`src/rtl/div_iter.sv`:
```
// ---------------------------------------------------------------------------
// div_iter
//   Iterative radix-2 restoring divider for the MIPS DIV/DIVU instructions,
//   living in the execute stage. A divide is accepted from IDLE, runs one
//   shift-subtract step per cycle for WIDTH cycles, then spends one DONE
//   cycle presenting the result with a single-cycle ready pulse.
//
// Ports
//   clk       rising-edge clock
//   rst       asynchronous active-high reset
//   start_i   divide instruction present in E (level, held while stalled)
//   signed_i  1 = DIV (two's complement), 0 = DIVU; sampled with start_i
//   flush_i   annul the in-flight divide / block acceptance
//   a_i       dividend (rs), sampled on accepted start
//   b_i       divisor (rt), sampled on accepted start
//   stall_o   pipeline stall request while a divide is being accepted/run
//   ready_o   one-cycle pulse, result_o valid, HI/LO may be written
//   result_o  {hi = remainder, lo = quotient}, held until next completion
// ---------------------------------------------------------------------------
module div_iter #(
  parameter int WIDTH = 32
) (
  input  logic                 clk,
  input  logic                 rst,
  input  logic                 start_i,
  input  logic                 signed_i,
  input  logic                 flush_i,
  input  logic [WIDTH-1:0]     a_i,
  input  logic [WIDTH-1:0]     b_i,
  output logic                 stall_o,
  output logic                 ready_o,
  output logic [2*WIDTH-1:0]   result_o
);

  localparam int CW = (WIDTH > 1) ? $clog2(WIDTH) : 1;

  typedef enum logic [1:0] {IDLE, RUN, DONE} state_t;

  state_t                state_q, state_d;
  logic [CW-1:0]         cnt_q, cnt_d;
  logic [2*WIDTH:0]      rem_q, rem_d;
  logic [WIDTH-1:0]      b_q, b_d;
  logic [WIDTH-1:0]      a_q, a_d;
  logic                  qneg_q, qneg_d;
  logic                  rneg_q, rneg_d;
  logic                  div0_q, div0_d;
  logic                  ready_q, ready_d;
  logic [2*WIDTH-1:0]    result_q, result_d;

  logic [WIDTH-1:0]      a_mag, b_mag;
  logic [2*WIDTH:0]      shifted, step_rem;
  logic [WIDTH:0]        upper, trial;
  logic                  take;
  logic [WIDTH-1:0]      quo_raw, rem_raw, quo_fix, rem_fix;
  logic [2*WIDTH-1:0]    final_res;

  // Operand magnitudes: only DIV treats the operands as two's complement.
  assign a_mag = (signed_i && a_i[WIDTH-1]) ? (~a_i + 1'b1) : a_i;
  assign b_mag = (signed_i && b_i[WIDTH-1]) ? (~b_i + 1'b1) : b_i;

  // One restoring step: shift left, try subtracting the divisor from the
  // upper half, keep the difference and set the quotient bit if it fits.
  always_comb begin
    shifted  = rem_q << 1;
    upper    = shifted[2*WIDTH:WIDTH];
    take     = (upper >= {1'b0, b_q});
    trial    = upper - {1'b0, b_q};
    step_rem = take ? {trial, shifted[WIDTH-1:1], 1'b1} : shifted;
  end

  // Result as it will look after the final step, with sign fixup applied.
  // Divide-by-zero bypasses the datapath and reports the raw dividend.
  always_comb begin
    quo_raw   = step_rem[WIDTH-1:0];
    rem_raw   = step_rem[2*WIDTH-1:WIDTH];
    quo_fix   = qneg_q ? (~quo_raw + 1'b1) : quo_raw;
    rem_fix   = rneg_q ? (~rem_raw + 1'b1) : rem_raw;
    final_res = div0_q ? {a_q, {WIDTH{1'b1}}} : {rem_fix, quo_fix};
  end

  // Next-state logic for the IDLE -> RUN -> DONE -> IDLE sequence.
  // ready is raised on the RUN->DONE transition so it is high exactly for
  // the DONE cycle, together with the freshly registered result.
  always_comb begin
    state_d  = state_q;
    cnt_d    = cnt_q;
    rem_d    = rem_q;
    b_d      = b_q;
    a_d      = a_q;
    qneg_d   = qneg_q;
    rneg_d   = rneg_q;
    div0_d   = div0_q;
    ready_d  = 1'b0;
    result_d = result_q;
    case (state_q)
      IDLE: begin
        if (start_i && !flush_i) begin
          state_d = RUN;
          cnt_d   = '0;
          rem_d   = {{(WIDTH+1){1'b0}}, a_mag};
          b_d     = b_mag;
          a_d     = a_i;
          qneg_d  = signed_i & (a_i[WIDTH-1] ^ b_i[WIDTH-1]);
          rneg_d  = signed_i & a_i[WIDTH-1];
          div0_d  = (b_i == '0);
        end
      end
      RUN: begin
        if (flush_i) begin
          state_d = IDLE;
        end else begin
          rem_d = step_rem;
          cnt_d = cnt_q + 1'b1;
          if (cnt_q == CW'(WIDTH-1)) begin
            state_d  = DONE;
            ready_d  = 1'b1;
            result_d = final_res;
          end
        end
      end
      DONE: begin
        // start_i is deliberately ignored here so the same instruction
        // cannot restart while E is advancing.
        state_d = IDLE;
      end
      default: state_d = IDLE;
    endcase
  end

  // State and datapath registers.
  always_ff @(posedge clk or posedge rst) begin
    if (rst) begin
      state_q  <= IDLE;
      cnt_q    <= '0;
      rem_q    <= '0;
      b_q      <= '0;
      a_q      <= '0;
      qneg_q   <= 1'b0;
      rneg_q   <= 1'b0;
      div0_q   <= 1'b0;
      ready_q  <= 1'b0;
      result_q <= '0;
    end else begin
      state_q  <= state_d;
      cnt_q    <= cnt_d;
      rem_q    <= rem_d;
      b_q      <= b_d;
      a_q      <= a_d;
      qneg_q   <= qneg_d;
      rneg_q   <= rneg_d;
      div0_q   <= div0_d;
      ready_q  <= ready_d;
      result_q <= result_d;
    end
  end

  // Stall covers the accepting cycle as well as RUN; it drops in DONE so E
  // advances on the ready cycle, and is forced low while reset is asserted.
  assign stall_o  = ~rst & (((state_q == IDLE) & start_i & ~flush_i) | (state_q == RUN));
  assign ready_o  = ready_q;
  assign result_o = result_q;

endmodule
```
`config.mk`:
```
export PLATFORM = sky130hd
export DESIGN_NAME = div_iter
export DESIGN_NICKNAME = d
export VERILOG_FILES = /design/src/rtl/div_iter.sv
export SDC_FILE = /design/constraint.sdc
export NUM_CORES = 1
export LEC_CHECK = 0
export ABC_AREA = 1
export CORE_UTILIZATION = 60
export CTS_CLUSTER_SIZE = 28
export DETAILED_ROUTE_END_ITERATION = 10
export GPL_TIMING_DRIVEN = 0
export PLACE_DENSITY = 0.92
export SLEW_MARGIN = 20
export SYNTH_ARGS = -nofsm -noshare
export SYNTH_HDL_FRONTEND = slang
export SYNTH_SLANG_ARGS = --single-unit
```
`constraint.sdc`:
```
create_clock -name clk -period 20.6 [get_ports clk]
set_clock_uncertainty 0.2 [all_clocks]
set_input_delay 4.12 -clock clk [delete_from_list [all_inputs] [get_ports clk]]
set_output_delay 4.12 -clock clk [all_outputs]
set_load 0.01 [all_outputs]
```
# Word-level counts from Yosys, hierarchy flattened
# Index checks and enable logic that the tools add are counted.
[word_totals]
word_cells = 65
out_inout_bits = 66
register_bits = 203
input_bits = 69
[classes]
n_mux = 19
n_addsub = 6
magnitude_cmp = 1
n_bitwise = 13
n_eq_ne = 5
n_reduce_logical = 11
[ops]
columns = ["op", "count"]
rows = [
  ["$mux W64", 4],
  ["$add A32 B1 Y32 const B", 4],
  ["$mux W32", 4],
  ["$not A32 Y32", 4],
  ["$pmux W64 S2", 1],
  ["$ge A33 B32 Y1", 1],
  ["$logic_not A32 Y1", 1],
  ["$sub A32 B32 Y32", 1],
  ["$mux W5", 2],
  ["$pmux W5 S2", 1],
  ["$mux W2", 3],
  ["$reduce_and A3 Y1", 2],
  ["$add A5 B1 Y5 const B", 1],
  ["$and A1 B1 Y1", 5],
  ["$eq A5 B5 Y1 const B", 1],
  ["$ne A2 B2 Y1 const B", 2],
  ["$pmux W2 S2", 1],
  ["$reduce_and A2 Y1", 2],
  ["$logic_and A1 B1 Y1", 3],
  ["$mux W1", 3],
  ["$ne A3 B3 Y1 const B", 1],
  ["$eq A2 B1 Y1 const B", 1],
  ["$logic_not A2 Y1", 1],
  ["$not A1 Y1", 2],
  ["other kinds (4)", 4],
]

# Logic depth before layout (Yosys ltp)
# Gate-level depths: netlist of the first run.
[depth]
word_depth = 6
depth_mapped = 28
ltp_nobuf = 27

# Worst setup path after synthesis of the first run
# OpenSTA, ideal clock, no wires.
[synth_timing]
kind = "in2out"
from = "in flush_i"
to = "out stall_o"
path_buffers = 2
t_arrival_ps = 5446
stages = 5
slack_ps = 10834
required_time_ps = 16280
cell_sequence = "nor4_2 -> inv_1 -> clkbuf_1 -> clkbuf_1 -> a21oi_1"
[synth_between]
elab_chain_cells = 4
[synth_lines]
columns = ["item", "line", "text"]
rows = [
  ["start: declaration", "27", "input logic flush_i,"],
  ["$not A1 Y1 (no source line)", "-", ""],
  ["$and A1 B1 Y1", "159", "assign stall_o = ~rst & (((state_q == IDLE) & start_i & ~flush_i) | (state_q == RUN));"],
  ["$or A1 B1 Y1", "159", ""],
  ["$and A1 B1 Y1", "159", ""],
  ["end: declaration", "30", "output logic stall_o,"],
]
# Every way passes these cells.

# Final worst setup path of the first run
# Same ends and word-level chain as after synthesis.

==> insert_results.sql, run 1 <==
INSERT INTO impl_metrics (metric_group, metric, value, unit) VALUES
('sta', 'final-setup-viol-count', '0', ''),
('grt', 'global_route_wire_length_before_repair', '79.6', 'mm'),
('grt', 'via_count_of_the_first_global_routing_pass', '15100', ''),
('power', 'peak_supply_drop', '0.0000905', 'V'),
('floorplanning', 'die_y_extent', '158', 'µm'),
('place', 'hpwl', '40.0', 'mm'),
('critical_path', 'timing.critical_path.to', 'stall_o', ''),
('power', 'power_density_relative_to_cell_area', '140', 'nW/µm²'),
('cts', 'cts_tree', 'built', ''),
('sta', 'slew_worst_pin', '955', 'ps'),
('critical_path', 'path_class', 'in -> out', ''),
('critical_path', 'critical_path.startpoint', 'flush_i', ''),
('yosys', 'synth_top_family_by_area', 'simple AND/OR/NAND/NOR gates', ''),
('cts', 'ctsRootBufferMaster', 'clkbuf_16', ''),
('yosys', 'ys_warn_count', '0', ''),
('run_status', 'outcome', 'finished clean', ''),
('route', 'wl_per_cell', '18.9', 'µm'),
('flow_run', 'drv_cap', '0', ''),
('cts', 'number_of_h_tree_levels', '1', ''),
('floorplanning', 'floorplan.die.width', '158', 'µm'),
('floorplanning', 'design.core.area', '23600', 'µm²'),
('grt', 'grt_overflow_total', '0', ''),
('hold_path', 'hp-start', 'a_q[27]', ''),
('yosys', 'synthMuxAreaShare', '0', ''),
('route', 'route.detailed.drc', '0', ''),
('critical_path', 'reg_to_reg_critical_path_startpoint', 'b_q[20]', ''),
('floorplanning', 'floorplan.die_area', '24800', 'µm²'),
('floorplanning', 'rows', '56', ''),
('critical_path', 'worstPathArrival', '7340', 'ps'),
('cells_and_area', 'post-route-util', '0.725', ''),
('route', 'detail-route-antenna-nets', '0', ''),
('hold_path', 'worst_hold_path.num_cells', '2', ''),
('grt', 'groute.usage.overall', '0.422', ''),
('grt', 'grt_start_max_net_pins', '101', ''),
('cells_and_area', 'nNetsFinal', '2499', ''),
('yosys', 'postSynthNetCount', '2338', ''),
('critical_path', 'critPathLaunchType', 'input port', ''),
('place', 'port-buffer-count', '134', ''),
('sta', 'relSlewSlack', '0.358', ''),
('cells_and_area', 'area_growth', '17.9', '%'),
('power', 'total_power', '2.41', 'mW'),
('sta', 'timing.setup.tns', '0', 'ps'),
('critical_path', 'crit_path_max_fanout', '10', ''),
('sta', 'hold_violations', '0', ''),
('cts', 'cts_buffers', '23', ''),
('grt', 'number_of_antenna_violations_at_the_first_check_in_global_routing', '0', ''),
('route', 'first_iteration_detailed_routing_drc_count', '1892', ''),
('cts', 'clk-insertion-delay-late', '540', 'ps'),
('cts', 'ctsHoldBuffers', '0', ''),
('route', 'vias_per_cell', '5.89', ''),
('yosys', 'synth_cell_types', '49', ''),
('route', 'dr.pass1.iters', '6', ''),
('yosys', 'synth-compound-area-share', '0.143', ''),
('route', 'total_wirelength_of_the_detailed_routed_design', '51.5', 'mm'),
('critical_path', 'critical_path.reg2reg.endpoint', 'result_o[28]', ''),
('yosys', 'syn_area_per_cell', '6.51', 'µm²'),
('critical_path', 'timing.critical_path.slowest_cell_delay', '810', 'ps'),
('yosys', 'synthXorXnorAreaFrac', '0.0344', ''),
('yosys', 'post_synthesis_adder_cell_area_fraction', '0.0341', ''),
('cts', 'postCtsSetupBuffers', '0', ''),
('critical_path', 'worst_ep_required_time', '16280', 'ps'),
('cts', 'post_cts.resized_instances', '0', ''),
('yosys', 'post_synth_instance_area', '14500', 'µm²'),
('hold_path', 'hold_path.class', 'reg -> reg', ''),
('floorplanning', 'boundaryPins', '135', ''),
('sta', 'timing.fmax', '0.0858', 'GHz'),
('cts', 'clkTransAtPathRegs', '60', 'ps'),
('cts', 'cts_max_path_buffers', '3', ''),
('floorplanning', 'start_util', '0.615', ''),
('critical_path', 'critPathSlowestCell', 'nor4_2', ''),
('cells_and_area', 'drive_above_1_share', '0.0457', '');
cells by family (layout without fill, tap and decap cells):
kind of cell / Yosys count / count (layout)
xor gates and xnor gates: 57 / 57
adders and majority gates: 39 / 39
DFF: 203 / 203
and+or+nand+nor: 1145 / 1145
other: 0 / 1
AOI/OAI and AO/OA: 381 / 381
buffers and inverters: 405 / 581
layout make-up:
cell class                      count  area [µm²]
Timing Repair Buffer              136        1400
Multi-Input combinational cell   1622        7890
Inverter                          328        1240
Antenna cell                        1        2.50
Clock inverter                     15         205
Clock buffer                       25         593
Fill cell                        1996        6480
Sequential cell                   203        5080
Tap cell                          319         399
Buffer                             77         328
sequential cells by signal, summed over array words and instances, names as in the netlist:
name and count:
qneg_q 1, result_o 64, ready_o 1, state_q 2
a_q 32, rneg_q 1, rem_q 64, cnt_q 5
b_q 32, div0_q 1
synthesized netlist by cell type, drive strengths merged:
cell,n,area (µm²)
nand3b,8,60.1
xnor2,10,87.6
o22ai,31,194
clkbuf,59,221
fa,1,20.0
o22a,1,8.76
a31oi,12,75.1
o31ai,2,15.0
a22oi,3,22.5
nor2,231,922
and2,3,18.8
xor2,47,412
nand4,19,119
nor3,23,126
inv,326,1220
nand2,715,2760
or2,5,31.3
o21a,1,7.51
dfrtp,203,5080
nor4,5,52.6
o211ai,26,195
nand3,132,693
o32ai,4,35.0
ha,38,475
and3,3,18.8
o221ai,1,8.76
o41ai,2,17.5
buf,18,106
nor3b,1,7.51
o21ai,214,1080
a21oi,84,420
clkinv,2,7.51
power by group:
part | internal (mW) | switching (mW) | leakage [nW] | total (mW)
Clock | 0.260 | 0.177 | 0.375 | 0.438
Sequential | 0.468 | 0.0705 | 2.66 | 0.539
Combinational | 0.430 | 0.999 | 5.90 | 1.43
Total | 1.16 | 1.25 | 8.94 | 2.41
per-stage QoR:
step	hold WS [ps]	setup WS, ps	std cells	instance area (µm²)
3_3_place_gp	251	8320	2683	16300
6_report	270	8940	2726	17100
3_5_place_dp	258	9060	2685	16300
4_1_cts	273	9010	2725	17100
5_1_grt	291	8820	2725	17100
2_1_floorplan	237	10740	2230	14500
routing by layer:
layer | wire [µm] | part of all wire | track usage
met5 | 0 | 0 | 0
met4 | 2710 | 0.053 | 0.218
met2 | 22900 | 0.45 | 0.670
met1 | 20500 | 0.40 | 0.554
met3 | 5340 | 0.10 | 0.0734
worst min path at each step:
stage,endpoint
global placement,a_q[16]
global route,a_q[27]
detailed placement,a_q[16]
floorplan,a_q[16]
finish,a_q[27]
CTS,a_q[27]
worst max-delay path: cells and delay by family:
kind	cells	cell delay, ps
buffers and inverters	5	2150
and+or+nand+nor	1	810
AOI/OAI and AO/OA	1	240
(Power assumes the default switching activity.)
==> inputs of run 2 (changes only) <==
--- a/config.mk
+++ b/config.mk
@@ -6,11 +6,11 @@
 export NUM_CORES = 1
 export LEC_CHECK = 0
 export ABC_AREA = 1
-export CORE_UTILIZATION = 60
+export CORE_UTILIZATION = 59
 export CTS_CLUSTER_SIZE = 28
 export DETAILED_ROUTE_END_ITERATION = 10
 export GPL_TIMING_DRIVEN = 0
-export PLACE_DENSITY = 0.92
+export PLACE_DENSITY = 0.91
 export SLEW_MARGIN = 20
 export SYNTH_ARGS = -nofsm -noshare
 export SYNTH_HDL_FRONTEND = slang
==> constraint.sdc (replaced) <==
create_clock -name clk -period 11.64 [get_ports clk]
set_clock_uncertainty 0.2 [all_clocks]
set_input_delay 2.328 -clock clk [delete_from_list [all_inputs] [get_ports clk]]
set_output_delay 2.328 -clock clk [all_outputs]
set_load 0.01 [all_outputs]
==> run 2 against run 1 <==
Compared with the run above: first-iteration DRC count grew 5.0%; critical endpoint unchanged; global-route usage fell by 1.7 points; largest cell class unchanged; clock-buffer cell count up 7; register-to-register slack lost 8900 ps; via count fell by 1.3%; largest power group unchanged; worst setup slack got worse by 5400 ps; combinational power is 76% higher; wire length down 0.95%; hold slack barely moved; cell count is 0.22% higher.
==> insert_results.sql, run 2 (synthesized netlist as in run 1, its figures left out) <==
INSERT INTO impl_metrics (metric_group, metric, value, unit) VALUES
('run_status', 'outcome', 'finished clean', ''),
('critical_path', 'path_class', 'in -> out', ''),
('floorplanning', 'floorplan.die_area', '25200', 'µm²'),
('sta', 'timing.final.crit_period', '8070', 'ps'),
('power', 'total_power', '4.22', 'mW'),
('cells_and_area', 'post-route-util', '0.706', ''),
('cts', 'cts_buffers', '23', ''),
('critical_path', 'critical_path.top_delay_family', 'buffers and inverters', ''),
('hold_path', 'hp-start', 'a_q[16]', ''),
('floorplanning', 'boundaryPins', '135', ''),
('sta', 'fin_hold_ws', '270', 'ps'),
('critical_path', 'crit_path_max_fanout', '10', ''),
('route', 'detail-route-antenna-nets', '0', ''),
('place', 'gp_congestion', '1.01', ''),
('sta', 'hold_violations', '0', ''),
('grt', 'groute.usage.overall', '0.405', ''),
('route', 'total_wirelength_of_the_detailed_routed_design', '51.0', 'mm'),
('cells_and_area', 'finalNonFillerCells', '2732', ''),
('cts', 'clkTransAtPathRegs', '60', 'ps'),
('cells_and_area', 'drive_above_1_share', '0.0449', ''),
('critical_path', 'timing.critical_path.buf_inv', '5', ''),
('critical_path', 'crit_path_end_kind', 'output port', ''),
('critical_path', 'critical_path.startpoint', 'flush_i', ''),
('cts', 'cts_tree', 'built', ''),
('floorplanning', 'die_y_extent', '159', 'µm'),
('place', 'dpl-instance-area', '16300', 'µm²'),
('critical_path', 'crit_path_cell_trace', 'clkdlybuf4s50_1 > nor4_2 > inv_1 > clkbuf_1 > clkbuf_1 > a21oi_1 > clkdlybuf4s50_1', ''),
('cts', 'ctsHoldBuffers', '0', ''),
('cells_and_area', 'nNetsFinal', '2499', ''),
('hold_path', 'hold_path.class', 'reg -> reg', ''),
('route', 'wl_per_cell', '18.7', 'µm'),
('route', 'first_iteration_detailed_routing_drc_count', '1987', ''),
('critical_path', 'worstPathArrival', '5540', 'ps'),
('sta', 'timing.fmax', '0.124', 'GHz'),
('critical_path', 'timing.critical_path.slowest_cell_delay', '870', 'ps'),
('sta', 'slew_worst_pin', '1050', 'ps'),
('power', 'power_density_relative_to_cell_area', '247', 'nW/µm²'),
('cells_and_area', 'filler_cell_count', '2091', ''),
('route', 'route.detailed.drc', '0', ''),
('cts', 'clk-insertion-delay-late', '540', 'ps'),
('critical_path', 'r2r_cells', '28', ''),
('cts', 'ctsRootBufferMaster', 'clkbuf_16', ''),
('floorplanning', 'floorplan.die.width', '159', 'µm'),
('critical_path', 'critical_path_depth', '7', ''),
('cells_and_area', 'mostFrequentLayoutCells', 'nand2_1, inv_1, nor2_1', ''),
('route', 'vias_per_cell', '5.80', ''),
('grt', 'grt_overflow_total', '0', ''),
('critical_path', 'reg_to_reg_critical_path_startpoint', 'b_q[19]', ''),
('grt', 'number_of_antenna_violations_at_the_first_check_in_global_routing', '1', ''),
('sta', 'post-route-period-util', '0.694', ''),
('grt', 'global_route_wire_length_before_repair', '80.2', 'mm'),
('power', 'total_leakage_power', '8.95', 'nW'),
('place', 'hpwl', '40.3', 'mm'),
('cts', 'number_of_h_tree_levels', '1', ''),
('cts', 'post_cts.resized_instances', '0', ''),
('cells_and_area', 'area_growth', '17.8', '%'),
('sta', 'grt_setup_unrepaired', 'no', ''),
('place', 'dp_slack', '3670', 'ps'),
('floorplanning', 'rows', '57', ''),
('cells_and_area', 'final_design_area_no_fill', '17100', 'µm²'),
('critical_path', 'critical_path.reg2reg.endpoint', 'result_o[28]', ''),
('route', 'dr.pass1.iters', '6', ''),
('critical_path', 'critPathLaunchType', 'input port', ''),
('place', 'port-buffer-count', '134', ''),
('critical_path', 'worst_ep_required_time', '9110', 'ps'),
('grt', 'grt_start_max_net_pins', '106', ''),
('critical_path', 'critPathSlowestCell', 'nor4_2', ''),
('sta', 'relSlewSlack', '0.297', ''),
('floorplanning', 'start_util', '0.599', ''),
('cts', 'postCtsSetupBuffers', '0', ''),
('sta', 'timing.setup.tns', '0', 'ps'),
('power', 'peak_supply_drop', '0.000177', 'V'),
('flow_run', 'drv_cap', '0', ''),
('grt', 'via_count_of_the_first_global_routing_pass', '14900', ''),
('floorplanning', 'design.core.area', '24200', 'µm²'),
('sta', 'finalWorstSetupSlack', '3570', 'ps'),
('cts', 'cts_max_path_buffers', '3', ''),
('cts', 'clock_sink_count', '203', ''),
('sta', 'timing.final.max_slew_violations', '0', ''),
('cells_and_area', 'final_common_cell', 'nand2_1', ''),
('route', 'num_vias', '15800', ''),
('sta', 'final-setup-viol-count', '0', ''),
('critical_path', 'timing.critical_path.to', 'stall_o', ''),
('critical_path', 'reg2reg_setup_slack', '6510', 'ps'),
('place', 'placedCellCount', '2690', '');
## run 2: cell count changes in the layout (fill, tap and decap cells not counted), sizes merged
cell	before	now
clkbuf	84	91
clkinv	6	7
inv	327	328
clkinvlp	6	0
bufinv	4	2
## run 2: how the worst min path moves through the flow
stage,end,cells after the start
3_5_place_dp,a_q[16],2
3_3_place_gp,a_q[8],2
5_1_grt,a_q[16],2
6_report,a_q[16],2
2_1_floorplan,a_q[16],2
4_1_cts,a_q[16],2
## run 2: power by group
group          leakage (nW)  internal (mW)  total [mW]  switching (mW)
clock                 0.386          0.442       0.749           0.307
combinational          5.90          0.761        2.52            1.76
sequential             2.66          0.829       0.954           0.126
## run 2: layout make-up
class                           count  area (µm²)  share of cell area
Timing Repair Buffer              136        1400              0.0816
Clock inverter                      9         114             0.00665
Multi-Input combinational cell   1622        7890               0.461
Buffer                             77         328              0.0192
Sequential cell                   203        5080               0.297
Clock buffer                       32         659              0.0385
Inverter                          328        1240              0.0724
Tap cell                          324         405              0.0237
Antenna cell                        1        2.50            0.000146
## run 2: metal layers
layer  track usage  share of wire  vias up  routed length (µm)
li1              -              -     7438                   -
met1         0.556           0.42     7285               21200
met2         0.631           0.44      950               22400
met3        0.0684           0.10      165                5130
met4         0.175          0.044        0                2240
met5             0              0        -                   0
## run 2: worst min-delay path, cell delays in order, from the launching register on
cell and delay (ps):
dfrtp_1 340, nand2_1 50, nand2_1 50
==> inputs of run 3 (changes only) <==
--- a/config.mk
+++ b/config.mk
@@ -6,11 +6,11 @@
 export NUM_CORES = 1
 export LEC_CHECK = 0
 export ABC_AREA = 1
-export CORE_UTILIZATION = 59
+export CORE_UTILIZATION = 53
 export CTS_CLUSTER_SIZE = 28
 export DETAILED_ROUTE_END_ITERATION = 10
 export GPL_TIMING_DRIVEN = 0
-export PLACE_DENSITY = 0.91
+export PLACE_DENSITY = 0.86
 export SLEW_MARGIN = 20
 export SYNTH_ARGS = -nofsm -noshare
 export SYNTH_HDL_FRONTEND = slang
==> constraint.sdc (replaced) <==
create_clock -name clk -period 6.7 [get_ports clk]
set_clock_uncertainty 0.2 [all_clocks]
set_input_delay 1.34 -clock clk [delete_from_list [all_inputs] [get_ports clk]]
set_output_delay 1.34 -clock clk [all_outputs]
set_load 0.01 [all_outputs]
==> run 3 against run 2 <==
Compared with the run above: flip-flop and latch count is the same; global-route usage shrank 4.4 points; worst setup slack lost 3100 ps; critical path type unchanged.
==> insert_results.sql, run 3 (synthesized netlist as in run 1, its figures left out) <==
INSERT INTO impl_metrics (metric_group, metric, value, unit) VALUES
('run_status', 'outcome', 'finished clean', ''),
('sta', 'timing.setup.tns', '0', 'ps'),
('cts', 'postCtsSetupBuffers', '0', ''),
('route', 'total_wirelength_of_the_detailed_routed_design', '50.7', 'mm'),
('cts', 'ctsHoldBuffers', '0', ''),
('route', 'dr.pass1.iters', '8', ''),
('critical_path', 'crit_path_end_kind', 'output port', ''),
('cells_and_area', 'nNetsFinal', '2505', ''),
('route', 'vias_per_cell', '5.68', ''),
('power', 'total_power', '7.45', 'mW'),
('grt', 'grt_overflow_total', '0', ''),
('sta', 'finalWorstSetupSlack', '517', 'ps'),
('cts', 'cts_tree', 'built', ''),
('sta', 'fin_hold_ws', '272', 'ps'),
('route', 'detail-route-antenna-nets', '0', ''),
('cts', 'post_cts.resized_instances', '0', ''),
('floorplanning', 'floorplan.die.width', '168', 'µm'),
('critical_path', 'critPathLaunchType', 'input port', ''),
('sta', 'relSlewSlack', '0.363', ''),
('sta', 'timing.fmax', '0.162', 'GHz'),
('cells_and_area', 'finalNonFillerCells', '2756', ''),
('cts', 'clock_sink_count', '203', ''),
('route', 'route.detailed.drc', '0', ''),
('critical_path', 'worst_ep_required_time', '5160', 'ps'),
('cts', 'clk-insertion-delay-late', '550', 'ps'),
('sta', 'timing.final.max_slew_violations', '0', ''),
('place', 'gp_congestion', '1.02', ''),
('cts', 'ctsRootBufferMaster', 'clkbuf_16', ''),
('cts', 'number_of_h_tree_levels', '1', ''),
('hold_path', 'hold_path.class', 'reg -> reg', ''),
('sta', 'hold_violations', '0', ''),
('cells_and_area', 'mostFrequentLayoutCells', 'nand2_1, inv_1, nor2_1', ''),
('cts', 'cts_max_path_buffers', '3', ''),
('grt', 'number_of_antenna_violations_at_the_first_check_in_global_routing', '1', ''),
('hold_path', 'worst_hold_path.num_cells', '2', ''),
('route', 'wl_per_cell', '18.4', 'µm'),
('route', 'first_iteration_detailed_routing_drc_count', '1721', ''),
('route', 'num_vias', '15700', ''),
('sta', 'timing.final.crit_period', '6180', 'ps'),
('cts', 'clkTransAtPathRegs', '60', 'ps'),
('critical_path', 'crit_path_max_fanout', '10', ''),
('place', 'hpwl', '40.2', 'mm'),
('floorplanning', 'start_util', '0.539', ''),
('cells_and_area', 'drive_above_1_share', '0.0468', ''),
('critical_path', 'r2r_cells', '24', ''),
('place', 'dpl-instance-area', '16400', 'µm²'),
('floorplanning', 'rows', '60', ''),
('critical_path', 'reg2reg_setup_slack', '1660', 'ps'),
('cells_and_area', 'final_design_area_no_fill', '17300', 'µm²'),
('place', 'port-buffer-count', '134', ''),
('critical_path', 'critical_path.reg2reg.endpoint', 'result_o[28]', ''),
('flow_run', 'drv_cap', '0', ''),
('cells_and_area', 'filler_cell_count', '2411', ''),
('floorplanning', 'floorplan.die_area', '28100', 'µm²'),
('power', 'power_density_relative_to_cell_area', '430', 'nW/µm²'),
('power', 'total_leakage_power', '9.02', 'nW'),
('critical_path', 'path_class', 'in -> out', ''),
('power', 'peak_supply_drop', '0.000281', 'V'),
('sta', 'grt_setup_unrepaired', 'no', ''),
('grt', 'global_route_wire_length_before_repair', '78.9', 'mm'),
('grt', 'via_count_of_the_first_global_routing_pass', '14600', ''),
('floorplanning', 'boundaryPins', '135', ''),
('grt', 'groute.usage.overall', '0.361', ''),
('sta', 'slew_worst_pin', '947', 'ps'),
('place', 'dp_slack', '642', 'ps'),
('hold_path', 'hold_path_end', 'a_q[20]', ''),
('cells_and_area', 'area_growth', '19.2', '%'),
('critical_path', 'reg_to_reg_critical_path_startpoint', 'b_q[28]', ''),
('critical_path', 'worstPathArrival', '4640', 'ps'),
('grt', 'grt_start_max_net_pins', '35', ''),
('cts', 'cts_buffers', '24', ''),
('floorplanning', 'design.core.area', '27000', 'µm²'),
('sta', 'post-route-period-util', '0.923', ''),
('cells_and_area', 'post-route-util', '0.642', ''),
('place', 'placedCellCount', '2712', ''),
('cells_and_area', 'final_common_cell', 'nand2_1', ''),
('floorplanning', 'die_y_extent', '168', 'µm'),
('sta', 'final-setup-viol-count', '0', ''),
('hold_path', 'hp-start', 'a_q[20]', '');
[run 3: area by class of cell]
cell class | instances | area, µm² | area share
multi-input combinational | 1622 | 7890 | 0.455
sequential | 203 | 5080 | 0.293
timing repair buffer | 141 | 1490 | 0.0860
inverter | 328 | 1230 | 0.0713
clock buffer | 39 | 747 | 0.0431
tap | 341 | 427 | 0.0246
buffer | 77 | 328 | 0.0189
clock inverter | 4 | 120 | 0.00694
antenna | 1 | 2.50 | 0.000145
[run 3: power breakdown]
group	switching, mW	leakage, nW	internal [mW]	total (mW)
Clock	0.550	0.421	0.878	1.43
Sequential	0.212	2.66	1.44	1.65
Combinational	3.05	5.94	1.33	4.37
Total	3.81	9.02	3.64	7.45
[run 3: worst max-delay path, cell delays in order]
cell and delay (ps):
clkdlybuf4s50_1 470, nor4_2 800, inv_1 250, clkbuf_1 380, clkbuf_1 500, a21oi_1 320
clkdlybuf4s50_1 570
[run 3: per-layer routing]
layer | GRT usage | wire length, µm
met1 | 0.505 | 21900
met2 | 0.575 | 22400
met3 | 0.0418 | 4310
met4 | 0.132 | 1970
met5 | 0 | 46
[run 3: worst max path at each step]
stage	start	endpoint	slack, ps
detailed placement	flush_i	stall_o	640
finish	flush_i	stall_o	520
global placement	flush_i	stall_o	690
floorplan	flush_i	stall_o	2490
CTS	flush_i	stall_o	620
global route	flush_i	stall_o	450
